File: src/rtl/ps2_pkg.sv
`default_nettype none
// ============================================================================
//  Module      : ps2_pkg
//  Description : Shared PS/2 definitions for the host transmitter and the
//                receiver: transmitter state encoding, odd-parity helper and
//                default line timing at a 50 MHz system clock.
//  Revision    : 1.0  initial release
// ============================================================================
package ps2_pkg;

    // Default timing in system clock cycles (50 MHz)
    localparam int c_INHIBIT_CYCLES = 5000;     // 100 us clock inhibit before request
    localparam int c_REQ_CYCLES     = 50;       // data low with clock still held low
    localparam int c_TIMEOUT_CYCLES = 750000;   // 15 ms without any device clock fall
    localparam int c_FILTER_LEN     = 4;        // equal samples to accept a clock change

    // The bit counter counts device clock falls; fall 11 is the ACK slot
    localparam logic [3:0] c_BITCNT_MAX = 4'd11;

    typedef enum logic [2:0] {
        ST_IDLE      = 3'd0,
        ST_INHIBIT   = 3'd1,
        ST_REQ       = 3'd2,
        ST_SEND      = 3'd3,
        ST_ACK       = 3'd4,
        ST_WAIT_IDLE = 3'd5,
        ST_ERR       = 3'd6
    } ps2_tx_state_t;

    // Parity bit that makes the total number of ones in data+parity odd
    function automatic logic odd_parity(input logic [7:0] data);
        return ~^data;
    endfunction

endpackage
`default_nettype wire

File: src/rtl/ps2_sync_edge.sv
`default_nettype none
// ============================================================================
//  Module      : ps2_sync_edge
//  Description : Two-flop synchronizer followed by a glitch filter for a raw
//                PS/2 line. The filtered level only changes after FILTER_LEN
//                consecutive synchronized samples disagree with it; a one-cycle
//                fall pulse accompanies every accepted 1->0 change.
//  Ports       : clk    in   system clock
//                rst_n  in   asynchronous active-low reset
//                din    in   raw asynchronous line
//                level  out  filtered line level (idle high)
//                fall   out  one-cycle pulse on filtered 1->0 change
//  Revision    : 1.0  initial release
// ============================================================================
module ps2_sync_edge
    import ps2_pkg::*;
#(
    parameter int FILTER_LEN = c_FILTER_LEN
) (
    input  logic clk,
    input  logic rst_n,
    input  logic din,
    output logic level,
    output logic fall
);

    localparam int c_CNT_W = (FILTER_LEN > 1) ? $clog2(FILTER_LEN) : 1;
    localparam logic [c_CNT_W-1:0] c_CNT_LAST = c_CNT_W'(FILTER_LEN - 1);

    logic               r_meta;
    logic               r_sync;
    logic               r_level;
    logic               r_fall;
    logic [c_CNT_W-1:0] r_cnt;

    // Lines idle high, so every stage resets to 1 to avoid a fake edge
    always_ff @(posedge clk or negedge rst_n) begin
        if (!rst_n) begin
            r_meta  <= 1'b1;
            r_sync  <= 1'b1;
            r_level <= 1'b1;
            r_fall  <= 1'b0;
            r_cnt   <= '0;
        end else begin
            r_meta <= din;
            r_sync <= r_meta;
            r_fall <= 1'b0;
            if (r_sync != r_level) begin
                // This sample is the FILTER_LEN-th in a row that disagrees
                if (r_cnt == c_CNT_LAST) begin
                    r_level <= r_sync;
                    r_fall  <= ~r_sync;
                    r_cnt   <= '0;
                end else begin
                    r_cnt <= r_cnt + c_CNT_W'(1);
                end
            end else begin
                r_cnt <= '0;
            end
        end
    end

    assign level = r_level;
    assign fall  = r_fall;

endmodule
`default_nettype wire

File: src/rtl/ps2_host_tx.sv
`default_nettype none
// ============================================================================
//  Module      : ps2_host_tx
//  Description : Host-to-device PS/2 transmitter. Sends one command byte to
//                the keyboard over the open-drain clock/data lines, which it
//                only ever pulls low through output enables.
//  Ports       : clk        in   system clock
//                rst_n      in   asynchronous active-low reset
//                tx_data    in   byte to send
//                tx_valid   in   send request, taken when tx_ready is high
//                tx_ready   out  idle, can accept a byte
//                tx_done    out  one-cycle pulse: byte sent and ACKed
//                tx_err     out  one-cycle pulse: timeout or NACK
//                busy       out  transfer in progress (gates the receiver)
//                ps2clk_i   in   raw clock line
//                ps2dat_i   in   raw data line
//                ps2clk_oe  out  1 = pull clock line low
//                ps2dat_oe  out  1 = pull data line low
//  Revision    : 1.0  initial release
// ============================================================================
module ps2_host_tx
    import ps2_pkg::*;
#(
    parameter int INHIBIT_CYCLES = c_INHIBIT_CYCLES,
    parameter int REQ_CYCLES     = c_REQ_CYCLES,
    parameter int TIMEOUT_CYCLES = c_TIMEOUT_CYCLES,
    parameter int FILTER_LEN     = c_FILTER_LEN
) (
    input  logic       clk,
    input  logic       rst_n,
    input  logic [7:0] tx_data,
    input  logic       tx_valid,
    output logic       tx_ready,
    output logic       tx_done,
    output logic       tx_err,
    output logic       busy,
    input  logic       ps2clk_i,
    input  logic       ps2dat_i,
    output logic       ps2clk_oe,
    output logic       ps2dat_oe
);

    localparam int c_INH_W = (INHIBIT_CYCLES > 1) ? $clog2(INHIBIT_CYCLES) : 1;
    localparam int c_REQ_W = (REQ_CYCLES     > 1) ? $clog2(REQ_CYCLES)     : 1;
    localparam int c_TO_W  = (TIMEOUT_CYCLES > 1) ? $clog2(TIMEOUT_CYCLES) : 1;

    localparam logic [c_INH_W-1:0] c_INH_LAST = c_INH_W'(INHIBIT_CYCLES - 1);
    localparam logic [c_REQ_W-1:0] c_REQ_LAST = c_REQ_W'(REQ_CYCLES - 1);
    localparam logic [c_TO_W-1:0]  c_TO_LAST  = c_TO_W'(TIMEOUT_CYCLES - 1);

    ps2_tx_state_t      r_state;
    logic               r_ready;
    logic               r_done;
    logic               r_err;
    logic               r_clk_oe;
    logic               r_dat_oe;
    logic [7:0]         r_data;
    logic               r_parity;
    logic [3:0]         r_bit_cnt;
    logic [c_INH_W-1:0] r_inh_cnt;
    logic [c_REQ_W-1:0] r_req_cnt;
    logic [c_TO_W-1:0]  r_to_cnt;
    logic               r_dat_meta;
    logic               r_dat_sync;

    logic               w_clk_level;
    logic               w_clk_fall;
    logic               w_timeout;

    ps2_sync_edge #(
        .FILTER_LEN (FILTER_LEN)
    ) u_clk_sync (
        .clk   (clk),
        .rst_n (rst_n),
        .din   (ps2clk_i),
        .level (w_clk_level),
        .fall  (w_clk_fall)
    );

    // Data line is only sampled at filtered clock falls, so a plain
    // synchronizer is enough.
    always_ff @(posedge clk or negedge rst_n) begin
        if (!rst_n) begin
            r_dat_meta <= 1'b1;
            r_dat_sync <= 1'b1;
        end else begin
            r_dat_meta <= ps2dat_i;
            r_dat_sync <= r_dat_meta;
        end
    end

    // A clock fall in the same cycle always wins over expiry
    assign w_timeout = (r_to_cnt == c_TO_LAST) && !w_clk_fall;

    always_ff @(posedge clk or negedge rst_n) begin
        if (!rst_n) begin
            r_state   <= ST_IDLE;
            r_ready   <= 1'b1;
            r_done    <= 1'b0;
            r_err     <= 1'b0;
            r_clk_oe  <= 1'b0;
            r_dat_oe  <= 1'b0;
            r_data    <= '0;
            r_parity  <= 1'b0;
            r_bit_cnt <= '0;
            r_inh_cnt <= '0;
            r_req_cnt <= '0;
            r_to_cnt  <= '0;
        end else begin
            case (r_state)
                ST_IDLE: begin
                    if (tx_valid && r_ready) begin
                        r_data    <= tx_data;
                        r_parity  <= odd_parity(tx_data);
                        r_bit_cnt <= '0;
                        r_inh_cnt <= '0;
                        r_clk_oe  <= 1'b1;
                        r_ready   <= 1'b0;
                        r_state   <= ST_INHIBIT;
                    end
                end

                ST_INHIBIT: begin
                    if (r_inh_cnt == c_INH_LAST) begin
                        r_dat_oe  <= 1'b1;          // start bit
                        r_req_cnt <= '0;
                        r_state   <= ST_REQ;
                    end else begin
                        r_inh_cnt <= r_inh_cnt + c_INH_W'(1);
                    end
                end

                ST_REQ: begin
                    if (r_req_cnt == c_REQ_LAST) begin
                        r_clk_oe <= 1'b0;           // hand the clock to the device
                        r_to_cnt <= '0;
                        r_state  <= ST_SEND;
                    end else begin
                        r_req_cnt <= r_req_cnt + c_REQ_W'(1);
                    end
                end

                ST_SEND, ST_ACK: begin
                    if (w_clk_fall) begin
                        r_to_cnt <= '0;
                        if (r_bit_cnt != c_BITCNT_MAX) begin
                            r_bit_cnt <= r_bit_cnt + 4'd1;
                        end
                        if (r_state == ST_ACK) begin
                            // Fall 11: device pulls data low to acknowledge
                            r_state <= r_dat_sync ? ST_ERR : ST_WAIT_IDLE;
                        end else if (r_bit_cnt < 4'd8) begin
                            // Fall k presents data bit k-1 (old count = k-1)
                            r_dat_oe <= ~r_data[r_bit_cnt[2:0]];
                        end else if (r_bit_cnt == 4'd8) begin
                            r_dat_oe <= ~r_parity;
                        end else begin
                            r_dat_oe <= 1'b0;       // stop bit: release data
                            r_state  <= ST_ACK;
                        end
                    end else if (w_timeout) begin
                        r_clk_oe <= 1'b0;
                        r_dat_oe <= 1'b0;
                        r_state  <= ST_ERR;
                    end else begin
                        r_to_cnt <= r_to_cnt + c_TO_W'(1);
                    end
                end

                ST_WAIT_IDLE: begin
                    if (r_done) begin
                        r_done  <= 1'b0;
                        r_ready <= 1'b1;
                        r_state <= ST_IDLE;
                    end else if (w_clk_level && r_dat_sync) begin
                        r_done <= 1'b1;
                    end else if (w_clk_fall) begin
                        r_to_cnt <= '0;
                    end else if (w_timeout) begin
                        r_state <= ST_ERR;
                    end else begin
                        r_to_cnt <= r_to_cnt + c_TO_W'(1);
                    end
                end

                ST_ERR: begin
                    r_clk_oe <= 1'b0;
                    r_dat_oe <= 1'b0;
                    if (r_err) begin
                        r_err   <= 1'b0;
                        r_ready <= 1'b1;
                        r_state <= ST_IDLE;
                    end else begin
                        r_err <= 1'b1;
                    end
                end

                default: begin
                    r_clk_oe <= 1'b0;
                    r_dat_oe <= 1'b0;
                    r_done   <= 1'b0;
                    r_err    <= 1'b0;
                    r_ready  <= 1'b1;
                    r_state  <= ST_IDLE;
                end
            endcase
        end
    end

    assign tx_ready  = r_ready;
    assign tx_done   = r_done;
    assign tx_err    = r_err;
    assign busy      = ~r_ready;
    assign ps2clk_oe = r_clk_oe;
    assign ps2dat_oe = r_dat_oe;

endmodule
`default_nettype wire
File: config.mk
export PLATFORM = sky130hd
export DESIGN_NAME = ps2_host_tx
export DESIGN_NICKNAME = d
export VERILOG_FILES = /design/src/rtl/ps2_pkg.sv /design/src/rtl/ps2_sync_edge.sv /design/src/rtl/ps2_host_tx.sv
export SDC_FILE = /design/constraint.sdc
export NUM_CORES = 1
export LEC_CHECK = 0
export CORE_MARGIN = 10
export CORE_UTILIZATION = 53
export CTS_CLUSTER_SIZE = 10
export DETAILED_ROUTE_END_ITERATION = 6
export PLACE_DENSITY_LB_ADDON = 0.15
export SLEW_MARGIN = 0
export SYNTH_ARGS = -nofsm -noshare
export SYNTH_HDL_FRONTEND = slang
export SYNTH_SLANG_ARGS = --single-unit
export TNS_END_PERCENT = 100
File: constraint.sdc
create_clock -name clk -period 2.21 [get_ports clk]
set_clock_uncertainty 0.1 [all_clocks]
set_input_delay 0.221 -clock clk [delete_from_list [all_inputs] [get_ports clk]]
set_output_delay 0.221 -clock clk [all_outputs]
set_load 0.05 [all_outputs]
# Word-level counts from Yosys, hierarchy flattened
# Cells that the tools add are included.
[totals]
ff_bits = 68
latch_bits = 0
ramBits = 0
mem_bits_ro = 0
input_bits = 13
out_inout_bits = 6
word_cells = 147
memories = 0
[op_classes]
n_addsub = 5
n_mul = 0
div = 0
magnitude_cmp = 2
n_eq_ne = 32
shift = 0
muxes = 56
bitwise = 7
reduce_logical = 26
[op_table]
columns = ["cell", "count"]
rows = [
  ["two-way mux 20 bit", 5],
  ["one-hot mux 20 bit (3 select lines)", 1],
  ["two-way mux 3 bit", 12],
  ["two-way mux 13 bit", 2],
  ["one-hot mux 13 bit (2 select lines)", 1],
  ["!= test 2 bit, second input constant", 12],
  ["adder 20 x 1 -> 20 bit, second input constant", 1],
  ["== test 20 bit, second input constant", 1],
  ["two-way mux 1 bit", 18],
  ["one-hot mux 3 bit (6 select lines)", 1],
  ["AND reduction 4 bit", 4],
  ["adder 13 x 1 -> 13 bit, second input constant", 1],
  ["== test 13 bit, second input constant", 1],
  ["two-way mux 4 bit", 3],
  ["two-way mux 6 bit", 2],
  ["!= test 4 bit, second input constant", 3],
  ["one-hot mux 6 bit (2 select lines)", 1],
  ["OR reduction 6 bit", 2],
  ["== test 3 bit, second input constant", 3],
  ["!= test 3 bit, second input constant", 3],
  ["one-hot mux 1 bit (4 select lines)", 2],
  ["one-hot mux 4 bit (2 select lines)", 1],
  ["AND reduction 8 bit", 1],
  ["XNOR reduction 8 bit", 1],
  ["29 further kinds", 46],
]

# Depth between registers and ports, before layout
# Gate-level depths: netlist of run 1.
[logic_depth]
ltp_word = 7
depth_mapped = 8
ltp_nobuf = 7

# Hierarchy
# A second synthesis of run 1 with hierarchy kept.
[hier_totals]
hier_cells = 390
hier_area_um2 = 3764.9
[modules_own_cells]
columns = ["mod", "n_inst", "cells_per_inst", "area_per_inst_um2", "seq_area_each_um2"]
rows = [
  ["ps2_host_tx", 1, 378, 3552.2, 1555.2],
  ["ps2_sync_edge", 1, 12, 212.7, 153.9],
]

# Worst setup path after synthesis of run 1
# No wires, ideal clock.
[synth_timing]
kind = "flip-flop to flip-flop"
startpoint = "register r_inh_cnt[0]"
endpoint = "register r_req_cnt[2]"
setup_time_ps = 66
t_arrival_ps = 1811
required_time_ps = 2044
path_slack_ps = 233
path_stages_with_launch = 8
n_path_buf = 1
period_less_slack_ps = 1977
cell_sequence = "dfrtp_1 ha_1 and2_1 nand4_1 clkbuf_1 nor3_1 or4_1 nand2_1"
[synth_between]
elab_chain_len = 3
[synth_rtl]
columns = ["item", "line_no", "rtl"]
rows = [
  ["start, declared", "ps2_host_tx.sv:60", "logic [c_INH_W-1:0] r_inh_cnt;"],
  ["start signal, assigned", "ps2_host_tx.sv:129", "r_inh_cnt <= r_inh_cnt + c_INH_W'(1);"],
  ["== test 13 bit", "ps2_host_tx.sv:124", "if (r_inh_cnt == c_INH_LAST) begin"],
  ["!= test 2 bit (no line)", "-", ""],
  ["AND reduction 3 bit (no line)", "-", ""],
  ["end signal, assigned", "ps2_host_tx.sv:139", "r_req_cnt <= r_req_cnt + c_REQ_W'(1);"],
  ["end, declared", "ps2_host_tx.sv:61", "logic [c_REQ_W-1:0] r_req_cnt;"],
]
# No other way between the ends.
# A chain may end at the register's enable or synchronous reset.

# Worst setup path in the final report of run 1
[layout_timing]
startpoint = "register r_req_cnt[3]"
endpoint = "register r_to_cnt[18]"
[layout_between]
elab_chain_len = 3
[layout_rtl]
columns = ["item", "line_no", "rtl"]
rows = [
  ["== test 6 bit", "ps2_host_tx.sv:134", "if (r_req_cnt == c_REQ_LAST) begin"],
  ["!= test 2 bit (no line)", "-", ""],
  ["AND reduction 4 bit (no line)", "-", ""],
  ["end signal, assigned", "ps2_host_tx.sv:166", "r_to_cnt <= r_to_cnt + c_TO_W'(1);"],
  ["end signal, assigned", "ps2_host_tx.sv:182", "r_to_cnt <= r_to_cnt + c_TO_W'(1);"],
  ["end, declared", "ps2_host_tx.sv:62", "logic [c_TO_W-1:0] r_to_cnt;"],
]
# No other way between the ends.

==> results of run 1 <==
## cell usage in the layout, fill, tap and decap left out, types with 6 or more instances in the layout
master           count
o31ai_1             24
nor3_1               7
o21ai_1              8
nand4_1             15
dfrtp_1             62
nor2_1              32
a31oi_1              6
ha_1                 7
buf_4               25
and2_1               7
nand2b_1             9
o21ai_0             18
inv_1               11
nand2_1             54
nand3_1             17
clkdlybuf4s50_1     17
xor2_1              10
dfstp_2              6
a21oi_1             11
xnor2_1              9
clkbuf_8            11
## worst register-to-register path: cells and delay by family, from the launching register on
kind | cells | cell delay, ns
and+or+nand+nor | 3 | 1.06
DFF | 1 | 0.40
AOI/OAI and AO/OA | 2 | 0.39
## cell usage after synthesis (8+ instances only)
master,instances,area [µm²]
a21oi_1,11,55.1
clkbuf_1,16,60.1
dfrtp_1,62,1550
inv_1,11,41.3
nand2_1,54,203
nand2b_1,9,56.3
nand3_1,17,85.1
nand4_1,15,93.8
nor2_1,32,120
nor3_1,8,40.0
o21ai_0,18,90.1
o21ai_1,8,40.0
o31ai_1,25,188
xnor2_1,9,78.8
xor2_1,10,87.6
## cell type report
cell class              instances  share of cell area
clock inverters                 5              0.0231
well taps                      99              0.0269
multi-input cells             317               0.444
flip-flops and latches         68               0.370
clock buffers                  11              0.0328
repair buffers                 47              0.0938
inverters                      11             0.00895
## per-layer routing
metal | share of wire | track usage
met1 | 0.50 | 0.221
met2 | 0.45 | 0.243
met4 | 0.015 | 0.0600
met3 | 0.039 | 0.0380
met5 | 0 | 0
## state kept, by name, indices dropped and copies added, names as in the netlist, 2 cells and up
name,count
r_inh_cnt,13
r_state,3
r_to_cnt,20
r_data,8
r_req_cnt,6
r_bit_cnt,4
u_clk_sync.r_cnt,2
## logic make-up (layout without fill, tap and decap cells)
logic type / Yosys count / in the layout / share of synthesized area
compound gates: 101 / 101 / 0.180
fa+ha+maj: 7 / 7 / 0.0224
simple gates: 183 / 183 / 0.248
xor+xnor: 19 / 19 / 0.0426
mux: 7 / 7 / 0.0250
buf+inv: 37 / 74 / 0.0448
flops: 68 / 68 / 0.437
## timing repair
| item | in CTS | in global routing |
|---|---|---|
| hold buffers | 1 | 0 |
| gates resized for setup | 0 | 2 |
| endpoints found under the hold margin | 62 | 0 |
| setup endpoints to repair | 0 | 9 |
## per-stage QoR
step	cell area, µm²	std cells	hold WS [ns]	total power, mW	worst slack (ns)
global placement	4330	541	0.170	3.61	0.191
floorplan	3910	422	-0.175	3.10	0.233
CTS	4600	558	0.148	5.02	0.107
finish	4610	558	0.169	4.98	0.122
global route	4610	558	0.167	5.33	0.00293
detailed placement	4330	541	0.173	3.67	0.165
## power by group through the flow
stage          Combinational (mW)  Clock, mW  Sequential (mW)
3_5_place_dp                 1.71          0             1.97
4_1_cts                      1.72       1.36             1.95
5_1_grt                      1.92       1.40             2.01
2_1_floorplan                1.11          0             1.99
6_report                     1.70       1.32             1.95
3_3_place_gp                 1.66          0             1.95
## final timing paths
kind                                                    end  slack, ns  cells after the start
worst max-delay path               r_to_cnt[18]$_DFFE_PN0P_       0.12                      5
worst min-delay path                   r_dat_meta$_DFF_PN1_       0.17                      1
worst max register to register     r_to_cnt[18]$_DFFE_PN0P_       0.12                      5
worst min register to register         r_dat_sync$_DFF_PN1_       0.26                      0
max in group asynchronous       u_clk_sync.r_sync$_DFF_PN1_       1.36                      3
min in group asynchronous           r_to_cnt[7]$_DFFE_PN0P_       0.33                      3
==> results.txt, run 1 <==
Sw Share -> 0.365
Logic pwr share -> 0.343
Largest delay share family, worst path -> simple AND/OR/NAND/NOR gates
CP Launch Type -> flop
CTS tree -> built
WL/cell -> 15.6 µm
FILL cells -> 620
Fmax -> 0.479 GHz
Critical Path RT -> 2.33 ns
Final core occ -> 0.639
Seq cells post-synth -> 68
Total gr overflow -> 0
Clock Latency Late Sink -> 0.35 ns
Nets -> 474
Status -> completed
Number of synthesized flops with an enable pin -> 0
Hold Vio Cnt, Final -> 0
Syn Area/Cell -> 9.27 µm²
Clock sinks -> 68
Die Span X -> 106 µm
Postcts setup bufs -> 0
Register area -> 0.00171 mm²
Final setup fails -> 0
Fin. max-slew vios -> 0
Worst slew pin tran -> 0.668 ns
CP max-delay cell -> or3b_4
Die area -> 0.0112 mm²
RSZ-0062 raised after global routing -> false
Critical path startpoint -> r_req_cnt[3]$_DFFE_PN0P_
Peak supply drop -> 0.000622 V
Internal -> 3.16 mW
Setup CP Type -> reg -> reg
Netlist cell types -> 64
Largest net degree at the start of global routing -> 69
I/O pin count -> 19
Pwr/cell area -> 1080 mW/mm²
Most frequent CP cell -> o31ai_1
Crit path largest cell delay -> 0.43 ns
Ys Warns -> 0
Max-cap violations -> 0
Via count -> 3278
Psw -> 1.82 mW
Max FO, Critical Path -> 21
DR DRC count -> 0
CP Buf/Inv Count -> 0
Reg2reg start -> r_req_cnt[3]$_DFFE_PN0P_
Leak -> 1.94 nW
H-tree levels -> 3
Area Growth Syn to Fin -> 18.0%
Number of routed nets with antenna violations -> 0
Total core area -> 0.00721 mm²
Clock share of power -> 0.265
Setup TNS -> 0 ns
Cell Area, Synth -> 0.00391 mm²
All-Layer GR Usage -> 0.161
Mean number of vias per cell -> 5.87
Clk slew on worst S/H paths -> 0.08 ns
Total Wirelength -> 8.72 mm
DRT Pass-1 Iters -> 5
Slew HR -> 0.555
Sequential Power Share -> 0.392
Clk buf depth -> 2
Hold Crit Start -> ps2dat_i
Chip Height -> 106 µm
TritonCTS Buffers -> 9
Input/output buffers -> 18
First-pass GRT wire length -> 15.2 mm
Starting Density -> 0.542
Worst path arrival time -> 2.21 ns
Clock Tree Root -> clkbuf_8
Multi-input gate area -> 0.00205 mm²
Ys async rst share -> 1.00
Number of global-route vias before repair -> 3175
Cell count after synthesis -> 422
Period utilization -> 0.945
CP Capture Type -> flop
Final HPWL DP -> 5.91 mm
Sequential fraction of the synthesis area -> 0.437
Fin crit period -> 2.09 ns
Rows -> 31
Share of cells above drive strength 1 -> 0.161
Routability cong. -> 0.888
Worst path cell trace -> or3b_4 -> nor4_4 -> and3b_4 -> o31ai_1 -> o31ai_1
Starting DRC count in detailed routing -> 178
Syn nets -> 442
Initial antenna violation count -> 0
Most used DFF post-synth -> dfrtp_1
Antenna cells -> 0
Hold Crit Class -> in -> reg
No activity file was read; power rests on OpenSTA's default activity.
==> run 2: changes to the inputs <==
CELL_PAD_IN_SITES_DETAIL_PLACEMENT = 0   (was not set)
CELL_PAD_IN_SITES_GLOBAL_PLACEMENT = 2   (was not set)
CORE_UTILIZATION = 38   (was 53)
==> run 2 against run 1 <==
Compared with the run above: critical path depth unchanged; clock power decreased by 29%; combinational power increased by 4%; fmax increased by 0.40%; critical path type unchanged; critical endpoint is now r_to_cnt[1]$_DFFE_PN0P_; highest routed layer unchanged.
==> results.txt, run 2 (synthesized netlist as in run 1, its figures left out) <==
Status -> completed
Initial antenna violation count -> 0 (unchanged)
Worst slew pin tran -> 0.552 ns (-0.116 ns)
Chip Height -> 121 µm (+15%)
Sequential Power Share -> 0.422 (+0.030)
Number of global-route vias before repair -> 3289 (+3.6%)
Clock share of power -> 0.201 (-0.064)
TritonCTS Buffers -> 9 (unchanged)
Starting DRC count in detailed routing -> 338 (+90%)
Number of routed nets with antenna violations -> 0 (unchanged)
Clock Latency Late Sink -> 0.36 ns (about the same)
CP Capture Type -> flop
Register area -> 0.00171 mm² (about the same)
Rows -> 36 (+16%)
Final setup fails -> 0 (unchanged)
Final HPWL DP -> 6.63 mm (+12%)
Psw -> 1.85 mW (+1.8%)
Antenna cells -> 0 (unchanged)
Via count -> 3364 (+2.6%)
Multi-input gate area -> 0.00206 mm² (+0.61%)
Worst path cell trace -> nor4b_1 -> and4b_1 -> and3b_4 -> o21ai_0 -> o41ai_2
Internal -> 2.81 mW (-11%)
Commonest cells after routing, fill and taps aside -> dfrtp_1 (61), nand2_1 (54), nor2_1 (32), buf_4 (32), o31ai_1 (24)
Die Span X -> 121 µm (+15%)
Clock sinks -> 68 (unchanged)
Area Growth Syn to Fin -> 18.7%
Hold Vio Cnt, Final -> 0 (unchanged)
Pwr/cell area -> 1000 mW/mm² (-6.9%)
Top Registers -> r_to_cnt (20), r_inh_cnt (13), r_data (8)
Mean number of vias per cell -> 5.61 (-4.6%)
Starting Density -> 0.395 (-0.147)
Die area -> 0.0147 mm² (+32%)
Setup slack, reg-to-reg -> 0.13 ns (about the same)
Total gr overflow -> 0 (unchanged)
Hold Crit Class -> in -> reg
First-pass GRT wire length -> 16.4 mm (+8.0%)
I/O pin count -> 19 (unchanged)
Critical Path RT -> 2.37 ns (+0.04 ns)
CP Buf/Inv Count -> 0 (unchanged)
Slew HR -> 0.629 (+0.0738)
Critical path startpoint -> r_to_cnt[10]$_DFFE_PN0P_
Fin. max-slew vios -> 0 (unchanged)
Max-cap violations -> 0 (unchanged)
Clk buf depth -> 2 (unchanged)
Total core area -> 0.00991 mm² (+37%)
Logic pwr share -> 0.377 (+0.034)
Input/output buffers -> 18 (unchanged)
WL/cell -> 16.2 µm (+3.8%)
Clk slew on worst S/H paths -> 0.09 ns (about the same)
Nets -> 482 (+1.7%)
CP max-delay cell -> dfrtp_1
Max FO, Critical Path -> 11 (-48%)
Peak supply drop -> 0.000537 V (-14%)
Final cell count without fillers -> 600 (+7.5%)
Routability cong. -> 0.807 (-9.1%)
Sw Share -> 0.397 (+0.0316)
Fin crit period -> 2.08 ns (-0.00824 ns)
Commonest non-fill, non-tap cell in the layout -> dfrtp_1
Crit path largest cell delay -> 0.47 ns (+0.04 ns)
CP Capture Point -> r_to_cnt[1]$_DFFE_PN0P_
Total Wirelength -> 9.73 mm (+12%)
Max reg flops -> 20 (unchanged)
Reg2reg start -> r_to_cnt[10]$_DFFE_PN0P_
Top reg by flops -> r_to_cnt
Worst r2r path cells -> 5 (unchanged)
Setup CP Type -> reg -> reg
All-Layer GR Usage -> 0.137 (-0.0242)
Worst path depth -> 5 (unchanged)
Share of cells above drive strength 1 -> 0.180 (+0.0187)
Largest net degree at the start of global routing -> 69 (unchanged)
CTS tree -> built
RSZ-0062 raised after global routing -> false
Worst reg2reg endpoint -> r_to_cnt[1]$_DFFE_PN0P_
Worst path arrival time -> 2.24 ns (+0.03 ns)
Fmax -> 0.481 GHz (+0.40%)
Setup TNS -> 0 ns (unchanged)
DR DRC count -> 0 (unchanged)
FILL cells -> 981 (+58%)
Leak -> 1.95 nW (+0.48%)
H-tree levels -> 3 (unchanged)
CP Launch Type -> flop
DRT Pass-1 Iters -> 4 (-1)
Postcts setup bufs -> 0 (unchanged)
Period utilization -> 0.941 (-0.00373)
Clock Tree Root -> clkbuf_8
Dpl cells -> 582 (+7.6%)
Largest delay share family, worst path -> simple AND/OR/NAND/NOR gates
## run 2: changes by cell type in the layout (fill, tap and decap cells not counted), sizes merged
cell,previous run,this run
clkinvlp,1,2
clkbuf,11,10
buf,29,36
and3b,2,3
clkinv,0,3
bufinv,3,0
## run 2: worst min path at each step
stage	start	to	slack, ns	depth (start not counted)
after floorplan	rst_n	ps2clk_oe$_DFFE_PN0P_	-0.17	0
after global placement	rst_n	r_to_cnt[11]$_DFFE_PN0P_	0.18	2
after detailed placement	rst_n	r_req_cnt[5]$_DFFE_PN0P_	0.18	2
after CTS	ps2dat_i	r_dat_meta$_DFF_PN1_	0.15	1
after global routing	ps2dat_i	r_dat_meta$_DFF_PN1_	0.16	1
final	ps2dat_i	r_dat_meta$_DFF_PN1_	0.17	1
## run 2: layer usage
metal,part of all wire,global-route usage,vias up
li1,-,-,1634
met1,0.48,0.191,1647
met2,0.46,0.200,77
met3,0.047,0.0358,6
met4,0.010,0.0455,0
met5,0,0,-
## run 2: worst reg2reg max path, stage by stage, from the launching register on
cell and delay (ns):
dfrtp_1 0.47, nor4b_1 0.43, and4b_1 0.40, and3b_4 0.37, o21ai_0 0.16, o41ai_2 0.07
## run 2: layout make-up
type | instances | share of cell area
clock buffers | 10 | 0.0297
well taps | 133 | 0.0359
flip-flops and latches | 68 | 0.369
multi-input cells | 318 | 0.444
inverters | 11 | 0.00890
repair buffers | 54 | 0.105
clock inverters | 6 | 0.00836
## run 2: repair_timing
item / 4_1_cts / 5_1_grt
hold endpoints to repair: 62 / 0
gates resized for setup: 0 / 5
hold buffers: 1 / 0
setup endpoints to repair: 0 / 6
## run 2: power by group through the flow
stage | clock, mW | combinational [mW] | sequential [mW]
after floorplan | 0 | 1.11 | 1.99
after detailed placement | 0 | 1.75 | 1.99
after global placement | 0 | 1.72 | 1.97
after CTS | 0.976 | 1.76 | 1.96
final | 0.936 | 1.76 | 1.96
after global routing | 1.03 | 1.99 | 2.03
## run 2: per-stage QoR
step	instance area [µm²]	setup WS (ns)	power [mW]	hold WS, ns	util
floorplan	3910	0.233	3.10	-0.175	-
global placement	4430	0.0886	3.70	0.184	0.447
detailed placement	4430	0.117	3.74	0.184	0.447
CTS	4620	0.0921	4.70	0.148	0.466
global route	4640	0.00751	5.05	0.160	0.468
finish	4640	0.130	4.66	0.168	0.468
==> run 3: changes to the inputs <==
ABC_AREA = 1   (was not set)
CAP_MARGIN = 20   (was not set)
CORE_UTILIZATION = 36   (was 38)
SLEW_MARGIN = 20   (was 0)
==> run 3 against run 2 <==
Compared with the run above: highest routed layer unchanged; critical path type is now reg -> out; routed wire length up 12%; sequential power fell by 9%; design area up 8.1%; clock power is 58% higher; largest power group is now combinational cells.
==> results.txt, run 3 <==
Most frequent cells after synthesis -> nand2_1 (177), dfrtp_1 (62), inv_1 (61)
Commonest cells after routing, fill and taps aside -> nand2_1 (177), dfrtp_1 (62), inv_1 (61)
Commonest non-fill, non-tap cell in the layout -> nand2_1
Sw Share -> 0.428 (+0.0309)
RSZ-0062 raised after global routing -> false
Pwr/cell area -> 1110 mW/mm² (+11%)
All-Layer GR Usage -> 0.141 (+0.00367)
Status -> completed
Total gr overflow -> 0 (unchanged)
Critical Path RT -> 1.89 ns (-0.48 ns)
Internal -> 3.19 mW (+14%)
Top reg by flops -> r_to_cnt
Peak supply drop -> 0.000466 V (-13%)
Final setup fails -> 0 (unchanged)
Mean number of vias per cell -> 4.82 (-14%)
Die Span X -> 130 µm (+6.9%)
Crit path largest cell delay -> 0.80 ns (+0.33 ns)
Area Growth Syn to Fin -> 15.7%
Clock share of power -> 0.265 (+0.064)
Seq cells post-synth -> 68 (unchanged)
WL/cell -> 14.1 µm (-13%)
Reg2reg start -> r_state[1]$_DFFE_PN0P_
Starting DRC count in detailed routing -> 267 (-21%)
Simple logic cell fraction of the synthesized area -> 0.378 (+0.130)
Hold Crit Class -> in -> reg
Main combinational cell family by area after synthesis -> simple AND/OR/NAND/NOR gates
Fin crit period -> 2.00 ns (-0.0828 ns)
Most used DFF post-synth -> dfrtp_1
Syn Area/Cell -> 7.34 µm² (-21%)
Mux cell area share after synthesis -> 0 (-0.0250)
Adder-cell share of the synthesized area -> 0.0202 (-0.00222)
Max-cap violations -> 0 (unchanged)
DR DRC count -> 0 (unchanged)
Max reg flops -> 20 (unchanged)
Psw -> 2.39 mW (+29%)
Die area -> 0.0168 mm² (+14%)
Starting Density -> 0.364 (-0.0303)
Routability cong. -> 0.847 (+4.9%)
Clock Tree Root -> clkbuf_16
Compound-Gate Fraction of Synth Area -> 0.0721 (-0.108)
Top Registers -> r_to_cnt (20), r_inh_cnt (13), r_data (8)
Input/output buffers -> 18 (unchanged)
Largest cells by area after synthesis -> dfrtp_1 (36%), nand2_1 (15%), nand3_1 (5.3%)
CTS tree -> built
Number of gates resized after CTS -> 0 (unchanged)
CP Buf/Inv Count -> 1 (+1)
Fmax -> 0.501 GHz (+4.1%)
Sequential fraction of the synthesis area -> 0.394 (-0.0432)
H-tree levels -> 3 (unchanged)
CP Capture Type -> primary output
Setup TNS -> 0 ns (unchanged)
Antenna cells -> 0 (unchanged)
Worst path arrival time -> 1.68 ns (-0.56 ns)
Worst slew pin tran -> 0.526 ns (-0.0258 ns)
FILL cells -> 1231 (+25%)
Final core occ -> 0.421 (-0.0470)
Hold Crit Start -> ps2dat_i
Largest net degree at the start of global routing -> 40 (-42%)
DRT Pass-1 Iters -> 4 (unchanged)
Count leader, synth -> nand2_1
Hold Path Cell Cnt -> 1 (unchanged)
Nets -> 641 (+33%)
Post-Synth XOR/XNOR Area -> 0.0484 (+0.00588)
Ys async rst share -> 1.00 (unchanged)
Worst reg2reg endpoint -> r_to_cnt[3]$_DFFE_PN0P_
Number of synthesized flops with an enable pin -> 0 (unchanged)
Fin. max-slew vios -> 0 (unchanged)
Final HPWL DP -> 8.16 mm (+23%)
Total core area -> 0.0119 mm² (+20%)
CP Launch Type -> flop
Period utilization -> 0.904 (-0.0374)
Hold endpoint -> r_dat_meta$_DFF_PN1_
Clk buf depth -> 2 (unchanged)
Sequential Power Share -> 0.320 (-0.102)
Ys Warns -> 0 (unchanged)
Worst r2r path cells -> 10 (+5)
Syn nets -> 611 (+38%)
Clk slew on worst S/H paths -> 0.06 ns (-0.03 ns)
Share of the synthesized area in the top cell type -> 0.358 (-0.0392)
Worst path cell trace -> clkdlybuf4s50_1
Rows -> 40 (+11%)
Cell Area, Synth -> 0.00434 mm² (+11%)
Max FO, Critical Path -> 3 (-8)
Cell count after synthesis -> 591 (+40%)
Clock sinks -> 68 (unchanged)
Final cell count without fillers -> 773 (+29%)
Post-synth top area cell -> dfrtp_1
Share of cells above drive strength 1 -> 0.128 (-0.0521)
Hold Vio Cnt, Final -> 0 (unchanged)
I/O pin count -> 19 (unchanged)
Chip Height -> 130 µm (+6.9%)
Leak -> 2.27 nW (+17%)
Largest delay share family, worst path -> buffers and inverters
Logic pwr share -> 0.415 (+0.038)
Setup slack, reg-to-reg -> 0.21 ns (+0.08 ns)
Slew HR -> 0.649 (+0.0206)
Setup CP Type -> reg -> out
Via count -> 3725 (+11%)
CP max-delay cell -> clkdlybuf4s50_1
First-pass GRT wire length -> 18.9 mm (+15%)
Number of routed nets with antenna violations -> 0 (unchanged)
Initial antenna violation count -> 0 (unchanged)
Total Wirelength -> 10.9 mm (+12%)
TritonCTS Buffers -> 9 (unchanged)
Dpl cells -> 756 (+30%)
Clock Latency Late Sink -> 0.34 ns (-0.02 ns)
Netlist cell types -> 34 (-47%)
Number of global-route vias before repair -> 3795 (+15%)
## run 3: cell count changes after synthesis, sizes merged, moves of 13 or more
cell | previous run | this run
clkbuf | 16 | 3
o31ai | 27 | 0
nand2 | 54 | 189
nor2 | 33 | 67
nand3 | 17 | 51
o21ai | 27 | 40
inv | 11 | 72
## run 3: how the worst max path moves through the flow
stage / from / end / slack, ns / cells past startpoint
4_1_cts: r_state[2]$_DFFE_PN0P_ / r_to_cnt[3]$_DFFE_PN0P_ / 0.18 / 10
3_3_place_gp: r_state[2]$_DFFE_PN0P_ / r_to_cnt[3]$_DFFE_PN0P_ / 0.21 / 10
6_report: tx_ready$_DFFE_PN1P_ / tx_ready / 0.21 / 1
3_5_place_dp: r_state[2]$_DFFE_PN0P_ / r_to_cnt[3]$_DFFE_PN0P_ / 0.21 / 10
2_1_floorplan: r_to_cnt[0]$_DFFE_PN0P_ / r_to_cnt[11]$_DFFE_PN0P_ / 0.52 / 11
5_1_grt: r_state[2]$_DFFE_PN0P_ / r_state[1]$_DFFE_PN0P_ / 0.09 / 11
## run 3: repair_timing
action                    4_1_cts  5_1_grt
setup buffers                   0        0
hold buffers                    1        0
hold endpoints to repair       23        0
## run 3: final cells by class
type / count / area, µm² / area share
clock buffers: 10 / 239 / 0.0476
repair buffers: 32 / 298 / 0.0593
flip-flops and latches: 68 / 1710 / 0.341
well taps: 147 / 184 / 0.0366
inverters: 72 / 275 / 0.0548
multi-input cells: 438 / 2250 / 0.448
clock inverters: 6 / 63.8 / 0.0127
## run 3: power groups by stage
stage               Clock, mW  Combinational (mW)  Sequential [mW]
floorplan                   0                1.73             1.85
global placement            0                2.32             1.81
detailed placement          0                2.34             1.81
CTS                      1.53                2.35             1.79
global route             1.61                2.61             1.83
finish                   1.48                2.31             1.78
## run 3: routing by layer
| metal | GRT usage | up-vias | part of all wire |
|---|---|---|---|
| met5 | 0 | - | 0 |
| met4 | 0.0635 | 0 | 0.018 |
| met3 | 0.0284 | 11 | 0.032 |
| met2 | 0.230 | 46 | 0.47 |
| met1 | 0.176 | 1711 | 0.48 |
| li1 | - | 1957 | - |
## run 3: stage by stage
step | power, mW | instance area, µm² | setup WS [ns] | hold WS [ns]
6_report | 5.58 | 5020 | 0.213 | 0.183
5_1_grt | 6.05 | 5020 | 0.0912 | 0.176
4_1_cts | 5.66 | 5020 | 0.182 | 0.172
3_5_place_dp | 4.15 | 4710 | 0.205 | 0.0862
3_3_place_gp | 4.13 | 4710 | 0.211 | 0.0794
2_1_floorplan | 3.58 | 4340 | 0.522 | -0.175
## run 3: cell families (layout without fill, tap and decap cells)
group | Yosys count | in the layout
AOI/OAI and AO/OA | 56 | 56
DFF | 68 | 68
and+or+nand+nor | 351 | 351
xor gates and xnor gates | 24 | 24
adders and majority gates | 7 | 7
buffers and inverters | 85 | 120
